`src/rtl/clb_cfg_pkg.sv`:
```
// Shared types and helpers for the CLB tile configuration loader.
// The signature function is also used by the tile-level readback checker.
package clb_cfg_pkg;

    // Loader FSM states
    typedef enum logic [1:0] {
        IDLE = 2'd0,
        LOAD = 2'd1,
        SET  = 2'd2,
        DONE = 2'd3
    } cfg_state_e;

    // Widest signature the shared helper supports
    localparam int SIG_MAX_W = 64;

    // Shift steps needed to empty one config word into the chains
    function automatic int calc_spw(input int word_w, input int num_chains);
        return word_w / num_chains;
    endfunction

    // Config words needed to fill every chain of the tile once
    function automatic int calc_wpf(input int num_chains, input int chain_len, input int word_w);
        return (num_chains * chain_len) / word_w;
    endfunction

    // Rotate-left-by-one within sig_w bits, then fold in the chain tails.
    // Callers zero-extend both operands to SIG_MAX_W and truncate the result.
    function automatic logic [SIG_MAX_W-1:0] sig_update(
        input logic [SIG_MAX_W-1:0] sig,
        input logic [SIG_MAX_W-1:0] tails,
        input int                   sig_w
    );
        logic [SIG_MAX_W-1:0] rot;
        rot    = '0;
        rot[0] = sig[sig_w-1];
        for (int i = 1; i < SIG_MAX_W; i++) begin
            if (i < sig_w) begin
                rot[i] = sig[i-1];
            end
        end
        return rot ^ tails;
    endfunction

endpackage

```
`src/rtl/clb_cfg_loader_serializer.sv`:
```
// Word-to-chain serializer: holds the current config word, emits
// NUM_CHAINS bits per shift step and requests the next word early enough
// that back-to-back words shift with no bubble.
//
// Handshake: a word transfers on any rising edge where i_cfg_valid and
// o_cfg_ready are both high and i_abort is low; o_cfg_ready never depends
// on i_cfg_valid, and a word offered during abort is dropped.
module clb_cfg_serializer
    import clb_cfg_pkg::*;
#(
    parameter int NUM_CHAINS = 4,
    parameter int WORD_W     = 32
) (
    input  logic                  i_clk,
    input  logic                  i_rst,
    input  logic                  i_clear,
    input  logic                  i_in_load,
    input  logic                  i_abort,
    input  logic                  i_word_room,
    input  logic [WORD_W-1:0]     i_cfg_data,
    input  logic                  i_cfg_valid,
    output logic                  o_cfg_ready,
    output logic                  o_accept,
    output logic                  o_last_step,
    output logic [NUM_CHAINS-1:0] o_cfg_shift,
    output logic                  o_cfg_cen
);

    localparam int SPW = calc_spw(WORD_W, NUM_CHAINS);
    localparam int SLW = $clog2(SPW + 1);

    logic [WORD_W-1:0] r_shreg;
    logic [SLW-1:0]    r_steps_left;
    logic              w_active;

    // Ready/shift decode from the remaining step count
    always_comb begin
        w_active    = i_in_load && (r_steps_left != '0);
        o_last_step = (r_steps_left <= SLW'(1));
        o_cfg_ready = i_in_load && i_word_room && o_last_step;
        o_accept    = i_cfg_valid && o_cfg_ready && !i_abort;
        o_cfg_cen   = w_active;
        o_cfg_shift = w_active ? r_shreg[NUM_CHAINS-1:0] : '0;
    end

    // Shift register and step counter; a new word overrides the last shift
    always_ff @(posedge i_clk or negedge i_rst) begin
        if (!i_rst) begin
            r_shreg      <= '0;
            r_steps_left <= '0;
        end else if (i_clear) begin
            r_shreg      <= '0;
            r_steps_left <= '0;
        end else if (o_accept) begin
            r_shreg      <= i_cfg_data;
            r_steps_left <= SLW'(SPW);
        end else if (w_active) begin
            r_shreg      <= r_shreg >> NUM_CHAINS;
            r_steps_left <= r_steps_left - SLW'(1);
        end
    end

endmodule

```
`src/rtl/clb_tile_cfg_loader.sv`:
```
// Per-tile configuration loader: streams config words into NUM_CHAINS
// parallel shift chains, commits them with a cfg_set strobe and builds a
// readback signature of the old chain contents. i_rst is active-low.
module clb_tile_cfg_loader
    import clb_cfg_pkg::*;
#(
    parameter int NUM_CHAINS = 4,
    parameter int CHAIN_LEN  = 320,
    parameter int WORD_W     = 32,
    parameter int SET_CYCLES = 2,
    parameter int SIG_W      = 16
) (
    input  logic                  i_clk,
    input  logic                  i_rst,
    input  logic                  i_start,
    input  logic                  i_abort,
    input  logic [WORD_W-1:0]     i_cfg_data,
    input  logic                  i_cfg_valid,
    output logic                  o_cfg_ready,
    output logic [NUM_CHAINS-1:0] o_cfg_shift,
    output logic                  o_cfg_cen,
    output logic                  o_cfg_set,
    input  logic [NUM_CHAINS-1:0] i_cfg_shift_ret,
    output logic                  o_busy,
    output logic                  o_done,
    output logic                  o_aborted,
    output logic [SIG_W-1:0]      o_rb_sig,
    output cfg_state_e            o_dbg_state
);

    localparam int WPF = calc_wpf(NUM_CHAINS, CHAIN_LEN, WORD_W);
    localparam int WCW = $clog2(WPF + 1);
    localparam int SCW = $clog2(SET_CYCLES + 1);

    cfg_state_e       r_state;
    cfg_state_e       w_next_state;
    logic [WCW-1:0]   r_word_cnt;
    logic [SCW-1:0]   r_set_cnt;
    logic [SIG_W-1:0] r_rb_sig;
    logic             r_aborted;

    logic             w_start_ok;
    logic             w_abort_act;
    logic             w_word_room;
    logic             w_in_load;
    logic             w_accept;
    logic             w_last_step;
    logic [SIG_W-1:0] w_rb_next;

    // Qualified control events; abort beats start in IDLE
    always_comb begin
        w_start_ok  = (r_state == IDLE) && i_start && !i_abort;
        w_abort_act = i_abort && (r_state != IDLE);
        w_word_room = (r_word_cnt < WCW'(WPF));
        w_in_load   = (r_state == LOAD);
    end

    clb_cfg_serializer #(
        .NUM_CHAINS (NUM_CHAINS),
        .WORD_W     (WORD_W)
    ) u_serializer (
        .i_clk       (i_clk),
        .i_rst       (i_rst),
        .i_clear     (w_start_ok || w_abort_act),
        .i_in_load   (w_in_load),
        .i_abort     (i_abort),
        .i_word_room (w_word_room),
        .i_cfg_data  (i_cfg_data),
        .i_cfg_valid (i_cfg_valid),
        .o_cfg_ready (o_cfg_ready),
        .o_accept    (w_accept),
        .o_last_step (w_last_step),
        .o_cfg_shift (o_cfg_shift),
        .o_cfg_cen   (o_cfg_cen)
    );

    // FSM state register
    always_ff @(posedge i_clk or negedge i_rst) begin
        if (!i_rst) begin
            r_state <= IDLE;
        end else begin
            r_state <= w_next_state;
        end
    end

    // FSM next state: LOAD ends on the last shift of the last word
    always_comb begin
        w_next_state = r_state;
        if (w_abort_act) begin
            w_next_state = IDLE;
        end else begin
            case (r_state)
                IDLE:    if (w_start_ok) w_next_state = LOAD;
                LOAD:    if (!w_word_room && w_last_step) w_next_state = SET;
                SET:     if (r_set_cnt == SCW'(SET_CYCLES - 1)) w_next_state = DONE;
                DONE:    w_next_state = IDLE;
                default: w_next_state = IDLE;
            endcase
        end
    end

    // FSM outputs decoded from the current state
    always_comb begin
        o_busy      = (r_state != IDLE);
        o_cfg_set   = (r_state == SET);
        o_done      = (r_state == DONE);
        o_dbg_state = r_state;
    end

    // Commit-strobe length counter, running only while in SET
    always_ff @(posedge i_clk or negedge i_rst) begin
        if (!i_rst) begin
            r_set_cnt <= '0;
        end else if (r_state == SET) begin
            r_set_cnt <= r_set_cnt + SCW'(1);
        end else begin
            r_set_cnt <= '0;
        end
    end

    // Accepted-word counter for the current frame
    always_ff @(posedge i_clk or negedge i_rst) begin
        if (!i_rst) begin
            r_word_cnt <= '0;
        end else if (w_start_ok) begin
            r_word_cnt <= '0;
        end else if (w_accept) begin
            r_word_cnt <= r_word_cnt + WCW'(1);
        end
    end

    // Signature next value from the tails leaving the chains this cycle
    always_comb begin
        w_rb_next = SIG_W'(sig_update(SIG_MAX_W'(r_rb_sig), SIG_MAX_W'(i_cfg_shift_ret), SIG_W));
    end

    // Readback signature: cleared on start, folded on every chain shift
    always_ff @(posedge i_clk or negedge i_rst) begin
        if (!i_rst) begin
            r_rb_sig <= '0;
        end else if (w_start_ok) begin
            r_rb_sig <= '0;
        end else if (o_cfg_cen) begin
            r_rb_sig <= w_rb_next;
        end
    end

    // Sticky abort flag, cleared by the next accepted start
    always_ff @(posedge i_clk or negedge i_rst) begin
        if (!i_rst) begin
            r_aborted <= 1'b0;
        end else if (w_abort_act) begin
            r_aborted <= 1'b1;
        end else if (w_start_ok) begin
            r_aborted <= 1'b0;
        end
    end

    assign o_aborted = r_aborted;
    assign o_rb_sig  = r_rb_sig;

endmodule

```
`config.mk`:
```
export PLATFORM = sky130hd
export DESIGN_NAME = clb_tile_cfg_loader
export DESIGN_NICKNAME = d
export VERILOG_FILES = /design/src/rtl/clb_cfg_pkg.sv /design/src/rtl/clb_cfg_loader_serializer.sv /design/src/rtl/clb_tile_cfg_loader.sv
export SDC_FILE = /design/constraint.sdc
export NUM_CORES = 1
export LEC_CHECK = 0
export CAP_MARGIN = 20
export CORE_MARGIN = 3
export CORE_UTILIZATION = 45
export CTS_CLUSTER_DIAMETER = 150
export DETAILED_ROUTE_END_ITERATION = 6
export GPL_ROUTABILITY_DRIVEN = 1
export PLACE_DENSITY = 0.84
export RECOVER_POWER = 50
export SLEW_MARGIN = 20
export SYNTH_ARGS = -nofsm -noshare
export SYNTH_HDL_FRONTEND = slang
export SYNTH_SLANG_ARGS = --single-unit
export TNS_END_PERCENT = 5
```
`constraint.sdc`:
```
create_clock -name i_clk -period 1.58 [get_ports i_clk]
set_input_delay 0.158 -clock i_clk [delete_from_list [all_inputs] [get_ports i_clk]]
set_output_delay 0.158 -clock i_clk [all_outputs]
set_load 0.005 [all_outputs]
```
**Word level (Yosys, flattened, before mapping)**

Cells that the tools add are included.

- Add/subtract/negate cells: 3
- Order comparisons: 2
- Equal/unequal tests: 7
- Multiplexer cells: 19
- Bitwise operators: 1
- Reductions and logical operators: 20

Operator list:

| cell | number |
|---|---|
| two-way mux 32 bit | 3 |
| two-way mux 16 bit | 2 |
| two-way mux 4 bit | 4 |
| XOR 16 x 4 -> 16 bit | 1 |
| two-way mux 6 bit | 2 |
| two-way mux 2 bit | 5 |
| logical AND 1 bit | 9 |
| one-hot mux 2 bit (4 select lines) | 1 |
| nonzero test 2 bit | 4 |
| adder 6 x 1 -> 6 bit (second input constant) | 1 |
| less-than comparator 6 bit (second input constant) | 1 |
| inequality test 3 bit (second input constant) | 2 |
| == test 2 x 1 -> 1 bit (second input constant) | 2 |
| == test 2 bit (second input constant) | 2 |
| <= comparator 4 x 1 -> 1 bit (second input constant) | 1 |
| nonzero test 4 bit | 1 |
| subtractor 4 x 1 -> 4 bit (second input constant) | 1 |
| inequality test 3 x 1 -> 1 bit (second input constant) | 1 |
| AND reduction 3 bit | 1 |
| nonzero test 3 bit | 1 |
| adder 2 x 1 -> 2 bit (second input constant) | 1 |
| zero test 1 bit | 2 |
| zero test 2 bit | 1 |
| two-way mux 1 bit | 2 |
| logical OR 1 bit | 1 |

- Bits in registers: 63
- Output and inout port bits: 28

**Logic depth before layout (Yosys ltp)**

Gate-level depths: netlist (run 1).

- Depth after elaboration: 7
- Depth in mapped cells: 10
- Mapped depth without buffers: 7

**Modules after synthesis**

A second synthesis (run 1) with hierarchy kept.

- Cell total of the unflattened synthesis: 324
- Area total of the unflattened synthesis: 3,260.6 um^2

Modules (own cells, without submodules):

| module | instances | cells each | area an instance (um^2) |
|---|---|---|---|
| clb_cfg_serializer | 1 | 208 | 1,970.6 |
| clb_tile_cfg_loader | 1 | 116 | 1,290.0 |

**Least setup slack after synthesis (run 1)**

Ideal clock, no wire load.

- Kind: reg-to-output
- From: reg u_serializer.r_steps_left[0]
- To: out o_cfg_shift[0]
- Arrival time: 1.608 ns
- Data required time: 1.422 ns
- Path slack: -0.186 ns
- Stages on the path, launching flop included: 10
- Path buffers: 3
- Cell sequence: dfrtp_1 inv_1 ha_1 inv_1 o31ai_1 buf_2 inv_2 buf_4 buf_4 and2_1

- Cells in the longest elaborated chain, start to end: 3

Ends and longest elaborated chain:

| item | line | source |
|---|---|---|
| start: declaration | clb_cfg_loader_serializer.sv:33 | `logic [SLW-1:0] r_steps_left;` |
| start signal: assignment | clb_cfg_loader_serializer.sv:56 | `r_steps_left <= SLW'(SPW);` |
| start signal: assignment | clb_cfg_loader_serializer.sv:59 | `r_steps_left <= r_steps_left - SLW'(1);` |
| nonzero test 4 bit | clb_cfg_loader_serializer.sv:38 | `w_active = i_in_load && (r_steps_left != '0);` |
| logical AND 1 bit | clb_cfg_loader_serializer.sv:38 |  |
| via o_cfg_cen | clb_tile_cfg_loader.sv:21 | `output logic o_cfg_cen,` |
| two-way mux 4 bit | clb_cfg_loader_serializer.sv:43 | `o_cfg_shift = w_active ? r_shreg[NUM_CHAINS-1:0] : '0;` |
| end: declaration | clb_tile_cfg_loader.sv:20 | `output logic [NUM_CHAINS-1:0] o_cfg_shift,` |

The timed path passes the listed nets, and every way through them passes these cells.

**Worst setup path in the final report (run 1)**

- From: reg u_serializer.r_steps_left[1]
- To: reg r_word_cnt[3]

- Cells in the longest elaborated chain, start to end: 5

Ends and longest elaborated chain:

| item | line | source |
|---|---|---|
| <= comparator 4 x 1 -> 1 bit | clb_cfg_loader_serializer.sv:39 | `o_last_step = (r_steps_left <= SLW'(1));` |
| logical AND 1 bit | clb_cfg_loader_serializer.sv:40 | `o_cfg_ready = i_in_load && i_word_room && o_last_step;` |
| logical AND 1 bit (2 in a row) | clb_cfg_loader_serializer.sv:41 | `o_accept = i_cfg_valid && o_cfg_ready && !i_abort;` |
| nonzero test 2 bit (no line) | - |  |
| end signal: assignment | clb_tile_cfg_loader.sv:128 | `r_word_cnt <= r_word_cnt + WCW'(1);` |
| end: declaration | clb_tile_cfg_loader.sv:37 | `logic [WCW-1:0] r_word_cnt;` |

No other way between the ends.
A chain may end at the register's enable or synchronous reset.

==> metrics.log, run 1 <==
[metrics] top library cells by usage in the layout, fill and taps aside: 63 x dfrtp_1, 58 x clkdlybuf4s50_1, 46 x a21oi_1, 31 x nand2_1, 31 x buf_4
[metrics] max capacitance violation total: 0
[metrics] cell type group with the largest total delay on the critical path: simple AND/OR/NAND/NOR gates
[metrics] count of endpoints failing hold in the final timing report: 0
[metrics] number of slew-limit violations in the final report: 0
[metrics] Vias: 2766
[metrics] PortBufs: 68
[metrics] worst-case reg-to-reg path depth: 9
[metrics] cell seen most often among critical-path stages: buf_6
[metrics] classification of the worst setup path: flop to flop
[metrics] crit path capture type: flop
[metrics] last weighted congestion value of the routability-driven placer: between 0.8 and 0.9
[metrics] vias in the first global route: around 2800
[metrics] clock latency reported for the late side of the worst-skew pair: between 300 and 400 ps
[metrics] largest driver fanout on the critical path: 5
[metrics] clock buffer count from CTS: 9
[metrics] placed cell area: 4240 um^2
[metrics] violations in the final reports: negative setup slack
[metrics] synthesized flop and latch total: between 60 and 70
[metrics] sequential-to-total area share from yosys stat: 48.6%
[metrics] syn nets: 368
[metrics] count of mapped cells out of synthesis: roughly 320
[metrics] top area cells in the synthesized netlist: dfrtp_1 49%, mux2i_1 9.0%, a21oi_1 7.4%, o31ai_1 7.4%, nand2_1 4.1%
[metrics] Syn. warnings: 0
[metrics] worst slack on hold paths: approximately 370 ps
[metrics] total iterations of the first detailed-routing run: 6
[metrics] most common cell after layout, fill and taps aside: dfrtp_1
[metrics] sum of net half-perimeters after detailed placement: 5330 um
[metrics] worst relative slew slack: a little over a third
[metrics] starting utilization of the core area: a little under half
[metrics] non-filler cells in the finished layout: 515
[metrics] required arrival time at the worst endpoint: 1840 ps
[metrics] share of post-route cells with drive strength above 1: 25.5%
[metrics] DRC violation count after routing: 0
[metrics] power per cell area: 1780 nW/um^2
[metrics] ordered list of cells on the worst path: inv_2, buf_6, buf_6, ha_4, nor2_2, nand4b_4, buf_6, or4_4, a21oi_2
[metrics] core box area: 6910 um^2
[metrics] cell count after placement: 488
[metrics] worst hold path depth: 3
[metrics] n_diodes: 0
[metrics] proportion of netlist area held by the largest area contributor: 48.6%
[metrics] routed len/inst: 15.9 um
[metrics] actual transition at the worst max-transition pin: 976 ps
[metrics] Tcrit/Tclk final: 122%
[metrics] RSZ-0062 raised after global routing: yes
[metrics] Final min period: just under 2000 ps
[metrics] Synth area leader: dfrtp_1
[metrics] arrival time worst endpoint: ~2200 ps
[metrics] Layout Nets: 466
[metrics] final setup margin: -352 ps
[metrics] peak clock frequency supported by timing: 518 MHz
[metrics] vertical die dimension: roughly 91 um
[metrics] standard cell with the maximum stage delay on the critical path: or4_4
[metrics] average cell area after synthesis: 10.2 um^2
[metrics] static power due to leakage: 0.00216 uW
[metrics] Synth-to-Final Area Change: 45.5%
[metrics] I/O Pins: 69
[metrics] crit path launch type: flop
[metrics] root buffer selected by CTS: clkbuf_8
[metrics] std cell rows: 30
[metrics] final setup skew: around 13 ps
[metrics] Finished Core Util: between 60% and 70%
[metrics] Sink Count: 63
[metrics] horizontal die dimension: about 91 um
[metrics] Routed Wire Length: 8200 um
[metrics] vias per std cell: 5.37
[metrics] number of buffer and inverter instances along the worst setup path: 4
[metrics] area of the die: 8260 um^2
[metrics] Worst-path clk slew: 70 ps
[metrics] global-route wire length before repair: ~13000 um
[metrics] Hold Path Class: input port to flop
[metrics] buffers from clock root to sink, at most: 2
[metrics] final number of setup-violating endpoints: 52
[metrics] longest individual stage delay on the worst path: 520 ps
[metrics] initial antenna violation count: 0
[metrics] Distinct cells, synth: 41
[metrics] pin count of the biggest net entering global routing: 34
[metrics] # H-tree levels: 3
[metrics] cell area after technology mapping: about 3200 um^2
[metrics] total non-filler cell area in the finished layout: 4720 um^2
[metrics] global-route usage over all layers: 19.3%
[metrics] CTS tree: built
[metrics] Setup WS pre-CTS: -243 ps
[metrics] peak ir drop on the vdd network: 873 uV
[metrics] total stage count of the critical path: 9
[metrics] antenna viol nets, final: 0
[metrics] status: finished with violations
[metrics] GRT Residual Overflow: 0
[metrics] DR iter-0 viols: around 120
==> area by class of cell <==
| class | count | area, um^2 |
|---|---|---|
| Clock buffer | 11 | 141 |
| Clock inverter | 4 | 70.1 |
| Fill cell | 508 | 2190 |
| Inverter | 11 | 41.3 |
| Multi-Input combinational cell | 216 | 1660 |
| Sequential cell | 63 | 1580 |
| Tap cell | 96 | 120 |
| Timing Repair Buffer | 114 | 1110 |
==> report_power, final <==
part / internal, uW / leakage (uW) / switching [uW]
Sequential: 2170 / 0.000854 / 436
Clock: 918 / 0.000109 / 603
Combinational: 2220 / 0.00120 / 2050
Total: 5310 / 0.00216 / 3090
==> kinds of logic after synthesis <==
family	Yosys count	share of synthesized area, %
XOR/XNOR	5	1.35
adder cells (fa/ha/maj)	10	3.86
multiplexers	29	8.96
AO/OA/AOI/OAI	107	21.6
AND/OR/NAND/NOR	65	9.61
flip-flops	63	48.6
buffers and inverters	38	5.95
==> flip-flops by register name, indices dropped and copies added, names as in the netlist <==
register / cells
r_set_cnt: 2
o_rb_sig: 16
o_aborted: 1
u_serializer.r_steps_left: 4
u_serializer.r_shreg: 32
o_dbg_state: 2
r_word_cnt: 6
==> final timing paths <==
path / start / end / slack [ps]
max in group asynchronous: i_rst / u_serializer.r_shreg[11] / 90
min in group asynchronous: i_rst / u_serializer.r_shreg[13] / 490
min reg2reg: r_set_cnt[0] / r_set_cnt[0] / 440
max: u_serializer.r_steps_left[1] / r_word_cnt[3] / -350
min: i_cfg_data[30] / u_serializer.r_shreg[30] / 370
max reg2reg: u_serializer.r_steps_left[1] / r_word_cnt[3] / -350
==> worst reg2reg max path, cell delays in order (launching register included) <==
cell,delay (ps)
dfrtp_1,390
inv_2,100
buf_6,110
buf_6,90
ha_4,120
nor2_2,30
nand4b_4,200
buf_6,160
or4_4,520
a21oi_2,150
==> synthesized netlist by cell type <==
library cell   n
o211ai_1       1
inv_1         10
buf_1          1
o41ai_1        1
and2_1         4
a41o_1         1
o21a_1         1
a21boi_1       1
a21o_1         2
nand4b_2       1
or3_1          1
nand2b_1       3
nor2_1         8
buf_4          5
o21ai_1        1
mux2i_1       29
clkbuf_1      11
inv_2          1
nand3_1        3
nand2_1       35
ha_1          10
a41oi_1        1
or4_1          3
o311a_1        1
o21ai_2        1
a21oi_1       48
nor2b_1        3
nand3b_1       1
a21boi_0       1
o22a_1         1
dfrtp_1       63
buf_2          7
a211oi_2       4
and3b_1        1
o21ai_0        6
or2_1          1
xnor2_1        5
o2111ai_1      4
nor4_1         1
o31ai_1       32
buf_6          3
==> per-layer routing <==
metal  wire, um  global-route usage [%]
met1       3590                    23.5
met2       4160                    32.7
met3        303                    4.33
met4        145                    8.79
met5          0                       0
==> metrics by stage <==
step / total power, uW / setup TNS, ps
6_report: 8400 / -13360
4_1_cts: 8120 / -10500
3_3_place_gp: 6120 / -4530
2_1_floorplan: 4800 / -1400
5_1_grt: 8900 / -22350
3_5_place_dp: 6280 / -8470
==> what timing repair did <==
action	in CTS	in global routing
hold endpoints to repair	17	0
setup buffers	8	2
endpoints found under the setup margin	68	67
gates cloned	1	0
resized for setup	60	26
hold buffers	1	0
pin swaps	8	10
No activity file was read; power rests on OpenSTA's default activity.
==> run 2: changes to the inputs <==
--- a/config.mk
+++ b/config.mk
@@ -5,13 +5,14 @@
 export SDC_FILE = /design/constraint.sdc
 export NUM_CORES = 1
 export LEC_CHECK = 0
-export CAP_MARGIN = 20
+export CAP_MARGIN = 5
 export CORE_MARGIN = 3
 export CORE_UTILIZATION = 45
+export CTS_BUF_LIST = sky130_fd_sc_hd__clkbuf_8
 export CTS_CLUSTER_DIAMETER = 150
 export DETAILED_ROUTE_END_ITERATION = 6
 export GPL_ROUTABILITY_DRIVEN = 1
-export PLACE_DENSITY = 0.84
+export PLACE_DENSITY = 0.81
 export RECOVER_POWER = 50
 export SLEW_MARGIN = 20
 export SYNTH_ARGS = -nofsm -noshare
==> run 2 against run 1 <==
Effect of this change:
- the flow still finishes with violations (negative setup slack)
- clock-buffer cell count grew 1
- clock skew about the same
- combinational power up 6.1%
- utilization grew 1.4 points
- sequential cell count is the same
- critical path depth decreased by 2
- sequential power hardly changed
- critical endpoint unchanged
==> metrics.log, run 2 (same netlist as run 1, synthesis figures left out) <==
[metrics] core box area: 6910 um^2
[metrics] DRC violation count after routing: 0
[metrics] Seq. cell area: between 1500 and 2000 um^2
[metrics] vias per std cell: ~5.5
[metrics] final setup margin: -279 ps
[metrics] RSZ-0062 raised after global routing: yes
[metrics] number of flip-flops under the largest register name: 32
[metrics] n_diodes: 0
[metrics] area of the die: 8260 um^2
[metrics] Worst-path clk slew: 70 ps
[metrics] most common cell after layout, fill and taps aside: dfrtp_1
[metrics] total iterations of the first detailed-routing run: 4
[metrics] sum of net half-perimeters after detailed placement: between 5000 and 6000 um
[metrics] vias in the first global route: 2727
[metrics] clock buffer count from CTS: 9
[metrics] global-route usage over all layers: 20.0%
[metrics] initial antenna violation count: 0
[metrics] actual transition at the worst max-transition pin: 853 ps
[metrics] I/O Pins: between 60 and 70
[metrics] non-filler cells in the finished layout: 520
[metrics] Layout Nets: 471
[metrics] status: finished with violations
[metrics] arrival time worst endpoint: 2130 ps
[metrics] max capacitance violation total: 0
[metrics] Hold Path Class: input port to flop
[metrics] static power due to leakage: 0.00220 uW
[metrics] GRT Residual Overflow: 0
[metrics] clock latency reported for the late side of the worst-skew pair: 350 ps
[metrics] antenna viol nets, final: 0
[metrics] last weighted congestion value of the routability-driven placer: 0.811
[metrics] Vias: ~2900
[metrics] worst relative slew slack: 43.1%
[metrics] horizontal die dimension: 90.9 um
[metrics] routed len/inst: between 15 and 20 um
[metrics] global-route wire length before repair: around 13000 um
[metrics] final number of setup-violating endpoints: 66
[metrics] violations in the final reports: negative setup slack
[metrics] power per cell area: 1750 nW/um^2
[metrics] Setup TNS: -11170 ps
[metrics] final setup skew: 12.3 ps
[metrics] vertical die dimension: 90.9 um
[metrics] total non-filler cell area in the finished layout: just under 5000 um^2
[metrics] pin count of the biggest net entering global routing: between 60 and 70
[metrics] Reg-to-Reg Start: u_serializer.r_steps_left[1]
[metrics] root buffer selected by CTS: clkbuf_8
[metrics] Critical Path Source: u_serializer.r_steps_left[1]
[metrics] # H-tree levels: 3
[metrics] Routed Wire Length: around 8500 um
[metrics] most flop-heavy register: u_serializer.r_shreg
[metrics] buffers from clock root to sink, at most: 2
[metrics] std cell rows: 30
[metrics] number of fill cells: 501
[metrics] Multi-input gate area: 1720 um^2
[metrics] worst slack on hold paths: 366 ps
[metrics] crit path launch type: flop
[metrics] CTS tree: built
[metrics] top library cells by usage in the layout, fill and taps aside: 63 x dfrtp_1, 57 x clkdlybuf4s50_1, 39 x a21oi_1, 35 x nand2_1, 35 x buf_4
[metrics] Synth-to-Final Area Change: 48.5%
[metrics] peak ir drop on the vdd network: 1180 uV
[metrics] crit path capture type: flop
[metrics] number of slew-limit violations in the final report: 0
[metrics] placed cell area: 4310 um^2
[metrics] Final min period: approximately 1900 ps
[metrics] Worst Hold Launch: i_cfg_data[29]
[metrics] largest driver fanout on the critical path: 5
[metrics] Finished Core Util: 69.7%
[metrics] classification of the worst setup path: flop to flop
[metrics] cell count after placement: ~500
[metrics] starting utilization of the core area: a little under half
[metrics] count of endpoints failing hold in the final timing report: 0
[metrics] peak clock frequency supported by timing: 538 MHz
[metrics] Sink Count: 63
[metrics] Tcrit/Tclk final: 118%
[metrics] share of post-route cells with drive strength above 1: 31.4%
[metrics] DR iter-0 viols: between 100 and 150
[metrics] required arrival time at the worst endpoint: 1850 ps
[metrics] PortBufs: 68
-- run 2: changes by cell type in the layout (fill, tap and decap cells not counted), sizes merged --
cell / before / now
clkbuf: 14 / 18
buf: 48 / 51
bufinv: 2 / 0
clkdlybuf4s50: 58 / 57
clkinvlp: 0 / 1
dlygate4sd2: 2 / 1
dlymetal6s2s: 0 / 1
-- run 2: worst paths after layout --
path / to / slack, ps / cells after the start
min in group asynchronous: u_serializer.r_shreg[12] / 550 / 3
min reg2reg: r_set_cnt[0] / 450 / 1
max: r_word_cnt[3] / -280 / 7
max in group asynchronous: r_word_cnt[4] / 460 / 3
min: u_serializer.r_shreg[29] / 370 / 3
max reg2reg: r_word_cnt[3] / -280 / 7
-- run 2: layout make-up --
type	instances	share of cell area, %
clock buffers	12	3.43
flip-flops and latches	63	32.8
well taps	96	2.50
repair buffers	119	24.4
inverters	11	0.858
multi-input cells	216	35.7
clock inverters	3	0.364
-- run 2: power by group --
group	internal, uW	switching, uW
Combinational	2350	2190
Clock	683	609
Sequential	2170	424
Total	5200	3220
-- run 2: through the flow --
stage	power, uW	setup slack [ps]
after detailed placement	6320	-211
after CTS	7990	-258
after floorplan	4800	-48.4
after global placement	6170	-124
after global routing	8950	-343
final	8420	-279
-- run 2: per-layer routing --
metal,part of all wire (%),vias to the layer above,GRT usage (%),wire length [um]
li1,-,1349,-,-
met3,5.2,11,5.58,445
met1,43,1415,26.2,3680
met5,0,-,0,0
met4,1.2,0,5.53,99
met2,50,84,32.6,4300
-- run 2: timing repair --
item	in CTS	in global routing
pin swaps	3	6
setup endpoints to repair	55	68
resized for setup	51	45
buffers inserted	7	1
cloned	0	1
hold buffers	1	0
endpoints found under the hold margin	63	0
-- run 2: critical path: stages (launching register included) --
cell      delay [ps]
dfrtp_1          390
inv_2            120
ha_2             180
nor2_2            50
nand4b_4         220
buf_8            180
or4_4            510
a21oi_2          140
